### src/rtl/keypad_scan_pkg.sv
// Shared definitions for the 4x4 keypad scanner: FSM states, key codes and the key map.
// The KEY_* codes are also consumed by the calculator input controller.
package keypad_pkg;

    typedef enum logic [1:0] {
        SCAN,
        DEBOUNCE,
        PRESSED,
        RELEASE
    } state_e;

    localparam logic [3:0] KEY_ADD = 4'hA;
    localparam logic [3:0] KEY_SUB = 4'hB;
    localparam logic [3:0] KEY_MUL = 4'hC;
    localparam logic [3:0] KEY_DIV = 4'hD;
    localparam logic [3:0] KEY_EQ  = 4'hE;
    localparam logic [3:0] KEY_CLR = 4'hF;

    // Indexed by row*4 + col
    localparam logic [3:0] KEYMAP [16] = '{
        4'h1, 4'h2, 4'h3, KEY_ADD,
        4'h4, 4'h5, 4'h6, KEY_SUB,
        4'h7, 4'h8, 4'h9, KEY_MUL,
        KEY_CLR, 4'h0, KEY_EQ, KEY_DIV
    };

    function automatic logic single_low(input logic [3:0] r);
        return (r == 4'b1110) || (r == 4'b1101) || (r == 4'b1011) || (r == 4'b0111);
    endfunction

    function automatic logic [1:0] low_index(input logic [3:0] r);
        logic [1:0] idx;
        idx = 2'd0;
        case (r)
            4'b1101: idx = 2'd1;
            4'b1011: idx = 2'd2;
            4'b0111: idx = 2'd3;
            default: idx = 2'd0;
        endcase
        return idx;
    endfunction

endpackage

### src/rtl/keypad_scan_sync2.sv
// Parameterised-width two-flop synchronizer; resets to all-ones (idle, pulled-up rows).
module sync2 #(
    parameter int WIDTH = 4
) (
    input  logic             clk,
    input  logic             rst_n,
    input  logic [WIDTH-1:0] d,
    output logic [WIDTH-1:0] q
);

    logic [WIDTH-1:0] meta_q;
    logic [WIDTH-1:0] sync_q;

    always_ff @(posedge clk or negedge rst_n) begin
        if (!rst_n) begin
            meta_q <= '1;
            sync_q <= '1;
        end else begin
            meta_q <= d;
            sync_q <= meta_q;
        end
    end

    assign q = sync_q;

endmodule

### src/rtl/keypad_scan.sv
// 4x4 keypad scanner: rotates an active-low column drive, debounces press and release,
// and presents a held key code plus a level flag that rises once per press.
module keypad_scan
    import keypad_pkg::*;
#(
    parameter int DEBOUNCE_CYCLES = 20,
    parameter int SCAN_DWELL      = 4
) (
    input  logic       CLK_1K,
    input  logic       RST,
    input  logic [3:0] row,
    output logic [3:0] col,
    output logic [3:0] key_value,
    output logic       flag
);

    localparam int CW = $clog2(DEBOUNCE_CYCLES + 1);
    localparam int DW = $clog2(SCAN_DWELL);
    localparam logic [CW-1:0] CNT_MAX    = CW'(DEBOUNCE_CYCLES);
    localparam logic [CW-1:0] PRESS_MIN  = CW'(2);
    localparam logic [DW-1:0] DWELL_LAST = DW'(SCAN_DWELL - 1);

    logic [3:0]    row_s;
    state_e        state_q, state_d;
    logic [1:0]    col_idx_q, col_idx_d;
    logic [DW-1:0] dwell_q, dwell_d;
    logic [CW-1:0] cnt_q, cnt_d, cnt_inc;
    logic [3:0]    cap_row_q, cap_row_d;
    logic [3:0]    cap_idx_q, cap_idx_d;
    logic [3:0]    key_q, key_d;
    logic          flag_q, flag_d;

    sync2 #(.WIDTH(4)) u_sync2 (
        .clk   (CLK_1K),
        .rst_n (RST),
        .d     (row),
        .q     (row_s)
    );

    always_ff @(posedge CLK_1K or negedge RST) begin
        if (!RST) begin
            state_q   <= SCAN;
            col_idx_q <= '0;
            dwell_q   <= '0;
            cnt_q     <= '0;
            cap_row_q <= '1;
            cap_idx_q <= '0;
            key_q     <= '0;
            flag_q    <= 1'b0;
        end else begin
            state_q   <= state_d;
            col_idx_q <= col_idx_d;
            dwell_q   <= dwell_d;
            cnt_q     <= cnt_d;
            cap_row_q <= cap_row_d;
            cap_idx_q <= cap_idx_d;
            key_q     <= key_d;
            flag_q    <= flag_d;
        end
    end

    always_comb begin
        state_d   = state_q;
        col_idx_d = col_idx_q;
        dwell_d   = dwell_q;
        cnt_d     = cnt_q;
        cap_row_d = cap_row_q;
        cap_idx_d = cap_idx_q;
        key_d     = key_q;
        flag_d    = 1'b0;
        cnt_inc   = (cnt_q == CNT_MAX) ? cnt_q : cnt_q + 1'b1;

        case (state_q)
            SCAN: begin
                if (dwell_q == DWELL_LAST) begin
                    dwell_d = '0;
                    if (single_low(row_s)) begin
                        cap_row_d = row_s;
                        cap_idx_d = {low_index(row_s), col_idx_q};
                        cnt_d     = '0;
                        state_d   = DEBOUNCE;
                    end else begin
                        col_idx_d = col_idx_q + 1'b1;
                    end
                end else begin
                    dwell_d = dwell_q + 1'b1;
                end
            end
            DEBOUNCE: begin
                if (row_s == cap_row_q) begin
                    cnt_d = cnt_inc;
                    if (cnt_inc == CNT_MAX) begin
                        key_d   = KEYMAP[cap_idx_q];
                        cnt_d   = '0;
                        state_d = PRESSED;
                    end
                end else begin
                    cnt_d     = '0;
                    dwell_d   = '0;
                    col_idx_d = col_idx_q + 1'b1;
                    state_d   = SCAN;
                end
            end
            // flag lags state entry by a cycle, so the exit gate waits for two flag-high cycles
            PRESSED: begin
                flag_d = 1'b1;
                cnt_d  = cnt_inc;
                if ((cnt_q >= PRESS_MIN) && (row_s == 4'hF)) begin
                    flag_d  = 1'b0;
                    cnt_d   = '0;
                    state_d = RELEASE;
                end
            end
            RELEASE: begin
                if (row_s == 4'hF) begin
                    cnt_d = cnt_inc;
                    if (cnt_inc == CNT_MAX) begin
                        cnt_d     = '0;
                        dwell_d   = '0;
                        col_idx_d = col_idx_q + 1'b1;
                        state_d   = SCAN;
                    end
                end else begin
                    cnt_d = '0;
                end
            end
            default: state_d = SCAN;
        endcase
    end

    always_comb begin
        col       = ~(4'b0001 << col_idx_q);
        key_value = key_q;
        flag      = flag_q;
    end

endmodule
### config.mk
export PLATFORM = sky130hd
export DESIGN_NAME = keypad_scan
export DESIGN_NICKNAME = d
export VERILOG_FILES = /design/src/rtl/keypad_scan_pkg.sv /design/src/rtl/keypad_scan_sync2.sv /design/src/rtl/keypad_scan.sv
export SDC_FILE = /design/constraint.sdc
export NUM_CORES = 1
export LEC_CHECK = 0
export BUFFER_PORTS_ARGS = -buffer_cell sky130_fd_sc_hd__buf_2
export CAP_MARGIN = 0
export CORE_ASPECT_RATIO = 1.25
export CORE_UTILIZATION = 67
export CTS_BUF_LIST = sky130_fd_sc_hd__clkbuf_8
export CTS_CLUSTER_SIZE = 20
export DETAILED_ROUTE_END_ITERATION = 16
export GPL_TIMING_DRIVEN = 0
export PLACE_DENSITY = 0.86
export SKIP_LAST_GASP = 1
export SLEW_MARGIN = 20
export SYNTH_ARGS = -nofsm -noshare
export SYNTH_HDL_FRONTEND = slang
export SYNTH_HIERARCHICAL = 1
export SYNTH_SLANG_ARGS = --single-unit
### constraint.sdc
create_clock -name CLK_1K -period 3.67 [get_ports CLK_1K]
set_input_delay 0.734 -clock CLK_1K [delete_from_list [all_inputs] [get_ports CLK_1K]]
set_output_delay 0.734 -clock CLK_1K [all_outputs]
set_load 0.03 [all_outputs]
==> results of run 1 <==
path summary, 6_finish.rpt:
| path | start | to | slack, ps | depth (start not counted) |
|---|---|---|---|---|
| setup / recovery | cnt_q[1] | col_idx_q[1] | 1330 | 8 |
| hold / removal | u_sync2/meta_q[0] | u_sync2/q[0] | 360 | 0 |
| setup reg to reg | cnt_q[1] | col_idx_q[1] | 1330 | 8 |
| hold reg to reg | u_sync2/meta_q[0] | u_sync2/q[0] | 360 | 0 |
| max in group asynchronous | RST | cnt_q[3] | 2730 | 1 |
| min in group asynchronous | RST | state_q[0] | 480 | 1 |
critical path: cells and delay by family, from the launching register on:
kind | cells | cell delay [ps]
compound gates | 2 | 450
fa+ha+maj | 1 | 250
buf+inv | 1 | 100
flops | 1 | 520
mux | 1 | 320
simple gates | 3 | 570
cell usage in the layout, fill, tap and decap left out, types with 2 or more instances in the layout:
cell,synthesis,final
inv_1,18,18
a211oi_1,2,2
clkbuf_8,0,5
xnor2_1,4,4
a21oi_1,10,10
ha_1,18,18
nand3_1,5,5
o21ai_2,2,2
o21ai_0,7,7
mux2i_1,5,5
o211ai_2,2,2
dfstp_2,12,12
nand2b_1,5,5
nor2_1,8,8
a21o_1,2,2
mux2_2,2,2
nor3_1,4,4
nand2_1,10,10
xor2_1,4,4
dfrtp_1,20,20
a22o_1,2,2
a31oi_1,5,5
clkbuf_1,2,2
o21ai_1,2,2
buf_2,5,19
mux2_1,2,2
nand4_1,3,3
where the power goes:
| group | total (mW) | internal [mW] | leakage [nW] | switching (mW) |
|---|---|---|---|---|
| logic | 0.487 | 0.198 | 0.561 | 0.289 |
| registers | 0.499 | 0.437 | 0.395 | 0.0614 |
| clock network | 0.276 | 0.135 | 0.0447 | 0.141 |
| total | 1.26 | 0.770 | 1.00 | 0.491 |
flip-flops by register name, summed over array words and instances (netlist names), named ones only:
name and cells:
cap_row_q 4, cap_idx_q 4, u_sync2/meta_q 4, key_value 4, cnt_q 5, flag 1
u_sync2/q 4, col_idx_q 2, dwell_q 2, state_q 1
per-layer routing:
| layer | up-vias | routed length, um | track usage (%) |
|---|---|---|---|
| met5 | - | 0 | 0 |
| met4 | 0 | 142 | 15.6 |
| met3 | 16 | 135 | 7.11 |
| met2 | 41 | 1990 | 49.0 |
| met1 | 677 | 1480 | 28.4 |
| li1 | 684 | - | - |
cells by family after synthesis:
logic type,after synthesis
adder cells (fa/ha/maj),18
AO/OA/AOI/OAI,42
AND/OR/NAND/NOR,46
multiplexers,11
buffers and inverters,28
XOR/XNOR,8
flip-flops,32
cell type report:
cell class / count / area, um^2 / share of cell area [%]
inverters: 19 / 71.3 / 3.31
clock inverters: 3 / 22.5 / 1.04
multi-input cells: 125 / 1010 / 47.0
clock buffers: 5 / 68.8 / 3.19
well taps: 34 / 42.5 / 1.97
repair buffers: 14 / 70.1 / 3.25
plain buffers: 9 / 51.3 / 2.38
flip-flops and latches: 32 / 816 / 37.8
metrics by stage:
| stage | power (mW) | setup WS [ps] | utilization [%] |
|---|---|---|---|
| 4_1_cts | 1.26 | 1350 | 78.9 |
| 3_5_place_dp | 0.984 | 1390 | 75.6 |
| 6_report | 1.26 | 1330 | 78.9 |
| 3_3_place_gp | 0.944 | 1420 | 75.6 |
| 2_1_floorplan | 0.865 | 1600 | - |
| 5_1_grt | 1.34 | 1200 | 78.9 |
==> results by group, run 1 <==
Synthesis
  • Post-synthesis simple-gate area fraction: roughly 15%
  • Register area share after synthesis: around two fifths
  • Synth top area share: about a quarter
  • Synthesized Nets: between 200 and 250
  • Post-synth top cells: dfrtp_1, ha_1, inv_1, dfstp_2
  • Most common cell in the netlist: dfrtp_1
  • FFs w/ async S/R, synth: between 90% and 100%
  • Syn_area_per_cell: ~11 um^2
  • Largest cells by area after synthesis: dfrtp_1, dfstp_2, ha_1, inv_1, a21oi_1
  • Xor/xnor share of the synthesized area: 3.59%
  • Unique masters post-synth: 50
  • Synth Area in Compound Gates: approximately 15%
  • Number of synthesized flops with an enable pin: 0
  • Largest family of logic cells by synthesized area: compound AO/OA/AOI/OAI gates
  • Primary FF master, synth: dfrtp_1
  • Synth area leader: dfrtp_1
  • Mux contribution to synthesized area: 6.79%
  • Post-synthesis adder-cell area fraction: about 12%
  • Synthesis Warnings: 6
  • Post-synthesis cell area: 0.00195 mm^2
  • FF+latch count, synth: 32
  • Post-Synthesis Cells: ~190

Outcome
  • Status: complete, no violations

Clock network
  • Reg clk slew, reported paths: approximately 70 ps
  • CTS tree: yes
  • Latest clock arrival within the worst-skew pair: between 200 and 300 ps
  • Post-CTS setup buffers: 0
  • Num CTS Buffers: 5
  • Post-CTS Hold Fix Bufs: 0
  • Clk sinks: 32
  • CTS Buffer Depth: 2
  • CTS Root Cell: clkbuf_8
  • Post-CTS sizing: 0
  • CTS HTree Levels: 2

STA
  • Hold Vio Cnt, Final: 0
  • Final period util: ~64%
  • Slew @ Worst Pin: ~700 ps
  • RSZ-0062 raised after global routing: false
  • Fin Hold WS: roughly 360 ps
  • Slew HR: 53.5%
  • Final Max Slew Viols: 0
  • Final setup violation count: 0
  • Clk_skew: 6.39 ps
  • Fmax: approximately 0.43 GHz
  • Final worst path period need: between 2000 and 2500 ps
  • Total negative slack: 0 ps

GRT
  • Largest net degree at the start of global routing: 33
  • Initial antenna violation count: 0
  • GRT Total Usage: 27.6%
  • Vias in the first global route: between 1,000 and 1,500
  • Global-route wire length before repair: between 6000 and 7000 um
  • Remaining global-route overflow: 0

Power
  • VDD IR max: ~0.00038 V
  • Power Dens Cells: 585 mW/mm^2
  • Pleak: roughly 1 nW

Critical path
  • Worst EP required: approximately 3900 ps
  • CP Cell Sequence: inv_1 -> ha_1 -> and3b_1 -> o211ai_2 -> nand4_4 -> o21ai_2 -> nand3_2 -> mux2_4
  • CP max stage delay: ~520 ps
  • Critical Path AT: about 2500 ps
  • Element type at the critical path start: flop
  • CP Capture Type: flop
  • Crit Path Max Fanout: 8
  • Setup CP Type: reg -> reg
  • Crit-path slowest cell: dfrtp_1

Route
  • Drt total wl: between 3000 and 4000 um
  • Final routed DRC violation total: 0
  • DR iter-0 viols: 36
  • DRT antenna net count: 0
  • Vias per cell: roughly 5.9
  • Routed vias: approximately 1,400
  • Routed length per instance: 15.5 um
  • First-pass DRT Iterations: 4

Floorplan
  • Die Ht: between 60 and 70 um
  • Rows: 21
  • Die area: ~0.0031 mm^2
  • IO Count: 15
  • Die width: approximately 50 um
  • Core box area: between 0.002 and 0.003 mm^2
  • Initial Utilization: just over 70%

Finish
  • Layout Nets: 230
  • Layout cells sized above 1: approximately 28%
  • Design area: about 0.0022 mm^2
  • Fin cells: 241
  • # fillers: between 150 and 200
  • Ant. Diodes: 0
  • Layout area overhead: 10.4%

Placement
  • Placer congestion estimate: approximately 0.81
  • Placed Cells incl. Taps: 233
  • Port buffer count: 14
  • Placed Area: 0.00207 mm^2
  • Dpl hpwl: 2620 um

Flow run
  • Maximum Capacitance Violations: 0

Min path
  • Hold Crit Class: reg -> reg
Note: power is estimated with default switching activity, not from simulation.
==> inputs of run 2 (changes only) <==
--- a/config.mk
+++ b/config.mk
@@ -8,12 +8,12 @@
 export BUFFER_PORTS_ARGS = -buffer_cell sky130_fd_sc_hd__buf_2
 export CAP_MARGIN = 0
 export CORE_ASPECT_RATIO = 1.25
-export CORE_UTILIZATION = 67
+export CORE_UTILIZATION = 62
 export CTS_BUF_LIST = sky130_fd_sc_hd__clkbuf_8
 export CTS_CLUSTER_SIZE = 20
 export DETAILED_ROUTE_END_ITERATION = 16
 export GPL_TIMING_DRIVEN = 0
-export PLACE_DENSITY = 0.86
+export PLACE_DENSITY = 0.8
 export SKIP_LAST_GASP = 1
 export SLEW_MARGIN = 20
 export SYNTH_ARGS = -nofsm -noshare
==> constraint.sdc (replaced) <==
create_clock -name CLK_1K -period 2.3 [get_ports CLK_1K]
set_input_delay 0.46 -clock CLK_1K [delete_from_list [all_inputs] [get_ports CLK_1K]]
set_output_delay 0.46 -clock CLK_1K [all_outputs]
set_load 0.03 [all_outputs]
==> run 2 against run 1 <==
Critical path depth did not move. Die area up 7.8%. Worst hold slack got worse by 150 ps. Largest cell class unchanged. Design area up 1.3%. Non-clock buffer count increased by 1. Setup slack lost 1300 ps. Clock skew down 3.1 ps. Routed wire length decreased by 0.59%. Count of clock-buffer cells in the layout did not move.
==> results by group, run 2 (same netlist as run 1, synthesis figures left out) <==
Outcome
  • Status: complete, no violations

STA
  • Final worst path period need: about 2200 ps
  • Hold Vio Cnt, Final: 0
  • Final setup violation count: 0
  • Final Max Slew Viols: 0
  • Fmax: 0.447 GHz
  • Final period util: around 97%
  • Slew HR: a little over half
  • Clk_skew: roughly 3.3 ps
  • Slew @ Worst Pin: approximately 680 ps
  • Total negative slack: 0 ps

Finish
  • Util after Layout: roughly 74%
  • Max reg flops: 5
  • Layout cells sized above 1: between 20 and 30%
  • Design area: 0.00219 mm^2
  • Fin cells: about 240
  • Layout area overhead: 11.9%
  • Biggest register: cnt_q
  • Ant. Diodes: 0
  • Layout Nets: ~230
  • # fillers: 197
  • Most frequent cells in the layout: buf_2, inv_1, ha_1, dfrtp_1, dfstp_2
  • Commonest non-fill, non-tap cell in the layout: buf_2

GRT
  • Global-route wire length before repair: between 6000 and 7000 um
  • Remaining global-route overflow: 0
  • Vias in the first global route: around 1,500
  • GRT Total Usage: approximately a quarter
  • Largest net degree at the start of global routing: 33
  • Initial antenna violation count: 0

Clock network
  • CTS Buffer Depth: 2
  • Clk sinks: 32
  • CTS HTree Levels: 2
  • Num CTS Buffers: 5
  • Latest clock arrival within the worst-skew pair: 290 ps
  • CTS tree: yes
  • Post-CTS Hold Fix Bufs: 0
  • CTS Root Cell: clkbuf_8
  • Reg clk slew, reported paths: ~70 ps

Route
  • Vias per cell: 5.93
  • DRT antenna net count: 0
  • Drt total wl: approximately 3700 um
  • Routed length per instance: between 15 and 20 um
  • Routed vias: between 1,000 and 1,500
  • Final routed DRC violation total: 0
  • First-pass DRT Iterations: 4
  • DR iter-0 viols: 27

Critical path
  • Element type at the critical path start: flop
  • Crit Path Max Fanout: 8
  • Worst EP required: between 2000 and 2500 ps
  • Setup CP Type: reg -> reg
  • Critical Path AT: between 2000 and 2500 ps
  • CP Capture Type: flop

Power
  • VDD IR max: ~0.00059 V
  • Reg power frac: roughly two fifths
  • Clock Power Share: a little over a fifth
  • Net switching power figure: between 0.7 and 0.8 mW
  • Power Dens Cells: around 930 mW/mm^2
  • Comb pwr share: between 30% and 40%
  • Sw Share: 39.1%
  • Pleak: between 0.9 and 1 nW
  • Internal power: between 1 and 1.5 mW

Floorplan
  • Rows: 22
  • Initial Utilization: approximately 66%
  • Die Ht: 64.8 um
  • Core box area: slightly below 0.003 mm^2
  • IO Count: 15
  • Die area: between 0.003 and 0.004 mm^2
  • Die width: approximately 52 um

Min path
  • Hold Crit Class: in -> async

Placement
  • Dpl hpwl: between 2000 and 3000 um
  • Placer congestion estimate: a little under 0.8
  • Placed Cells incl. Taps: 235
  • Placed Area: 0.00207 mm^2
  • Port buffer count: 14

Flow run
  • Maximum Capacitance Violations: 0
[run 2: changes by cell type in the layout (fill, tap and decap cells not counted)]
cell,change
a211oi_2,-1
a211oi_4,+1
buf_4,+1
clkinvlp_4,+1
dfrtp_1,-2
dfrtp_2,+2
inv_4,-1
o21ai_2,-1
o21ai_4,+1
[run 2: cell type report]
class	instances	area [um^2]	area share (%)
Multi-Input combinational cell	125	1030	47.1
Clock buffer	5	68.8	3.15
Buffer	9	51.3	2.35
Inverter	19	71.3	3.26
Tap cell	36	45.0	2.06
Sequential cell	32	818	37.4
Clock inverter	3	23.8	1.09
Timing Repair Buffer	15	77.6	3.55
[run 2: through the flow]
stage	worst slack, ps	hold slack [ps]	power (mW)
finish	61.7	205	2.03
global route	-20.3	243	2.17
global placement	34.9	346	1.51
floorplan	232	164	1.38
detailed placement	-11.8	347	1.58
CTS	45.0	235	2.03
[run 2: routing by layer]
layer	wire length, um	track usage [%]	vias up
met1	1390	25.6	690
met3	154	7.04	19
li1	-	-	687
met2	2060	46.6	52
met5	0	0	-
met4	115	11.5	0
[run 2: power by group through the flow]
| stage | sequential, mW | clock, mW | combinational, mW |
|---|---|---|---|
| floorplan | 0.779 | 0 | 0.602 |
| global placement | 0.793 | 0 | 0.721 |
| detailed placement | 0.805 | 0 | 0.780 |
| CTS | 0.797 | 0.450 | 0.783 |
| global route | 0.813 | 0.485 | 0.876 |
| finish | 0.798 | 0.441 | 0.796 |
[run 2: worst paths after layout]
kind	from	end	slack (ps)	cells past startpoint
max	cnt_q[1]	col_idx_q[1]	60	8
min	RST	key_value[3]	210	1
max reg2reg	cnt_q[1]	col_idx_q[1]	60	8
min reg2reg	u_sync2/meta_q[1]	u_sync2/q[1]	360	0
max in group asynchronous	RST	cnt_q[0]	1610	1
min in group CLK_1K	row[2]	u_sync2/meta_q[2]	270	1
[run 2: repair_timing]
action / 4_1_cts / 5_1_grt
pin swaps: 0 / 2
resized for setup: 2 / 2
setup endpoints to repair: 1 / 3
buffers inserted: 0 / 1
[run 2: critical path: stages, from the launching register on]
cell and delay, ps:
dfrtp_2 460, inv_1 80, ha_1 240, and3b_1 240
o211ai_2 260, nand4_4 200, o21ai_4 200, nand3_2 130
mux2_4 320
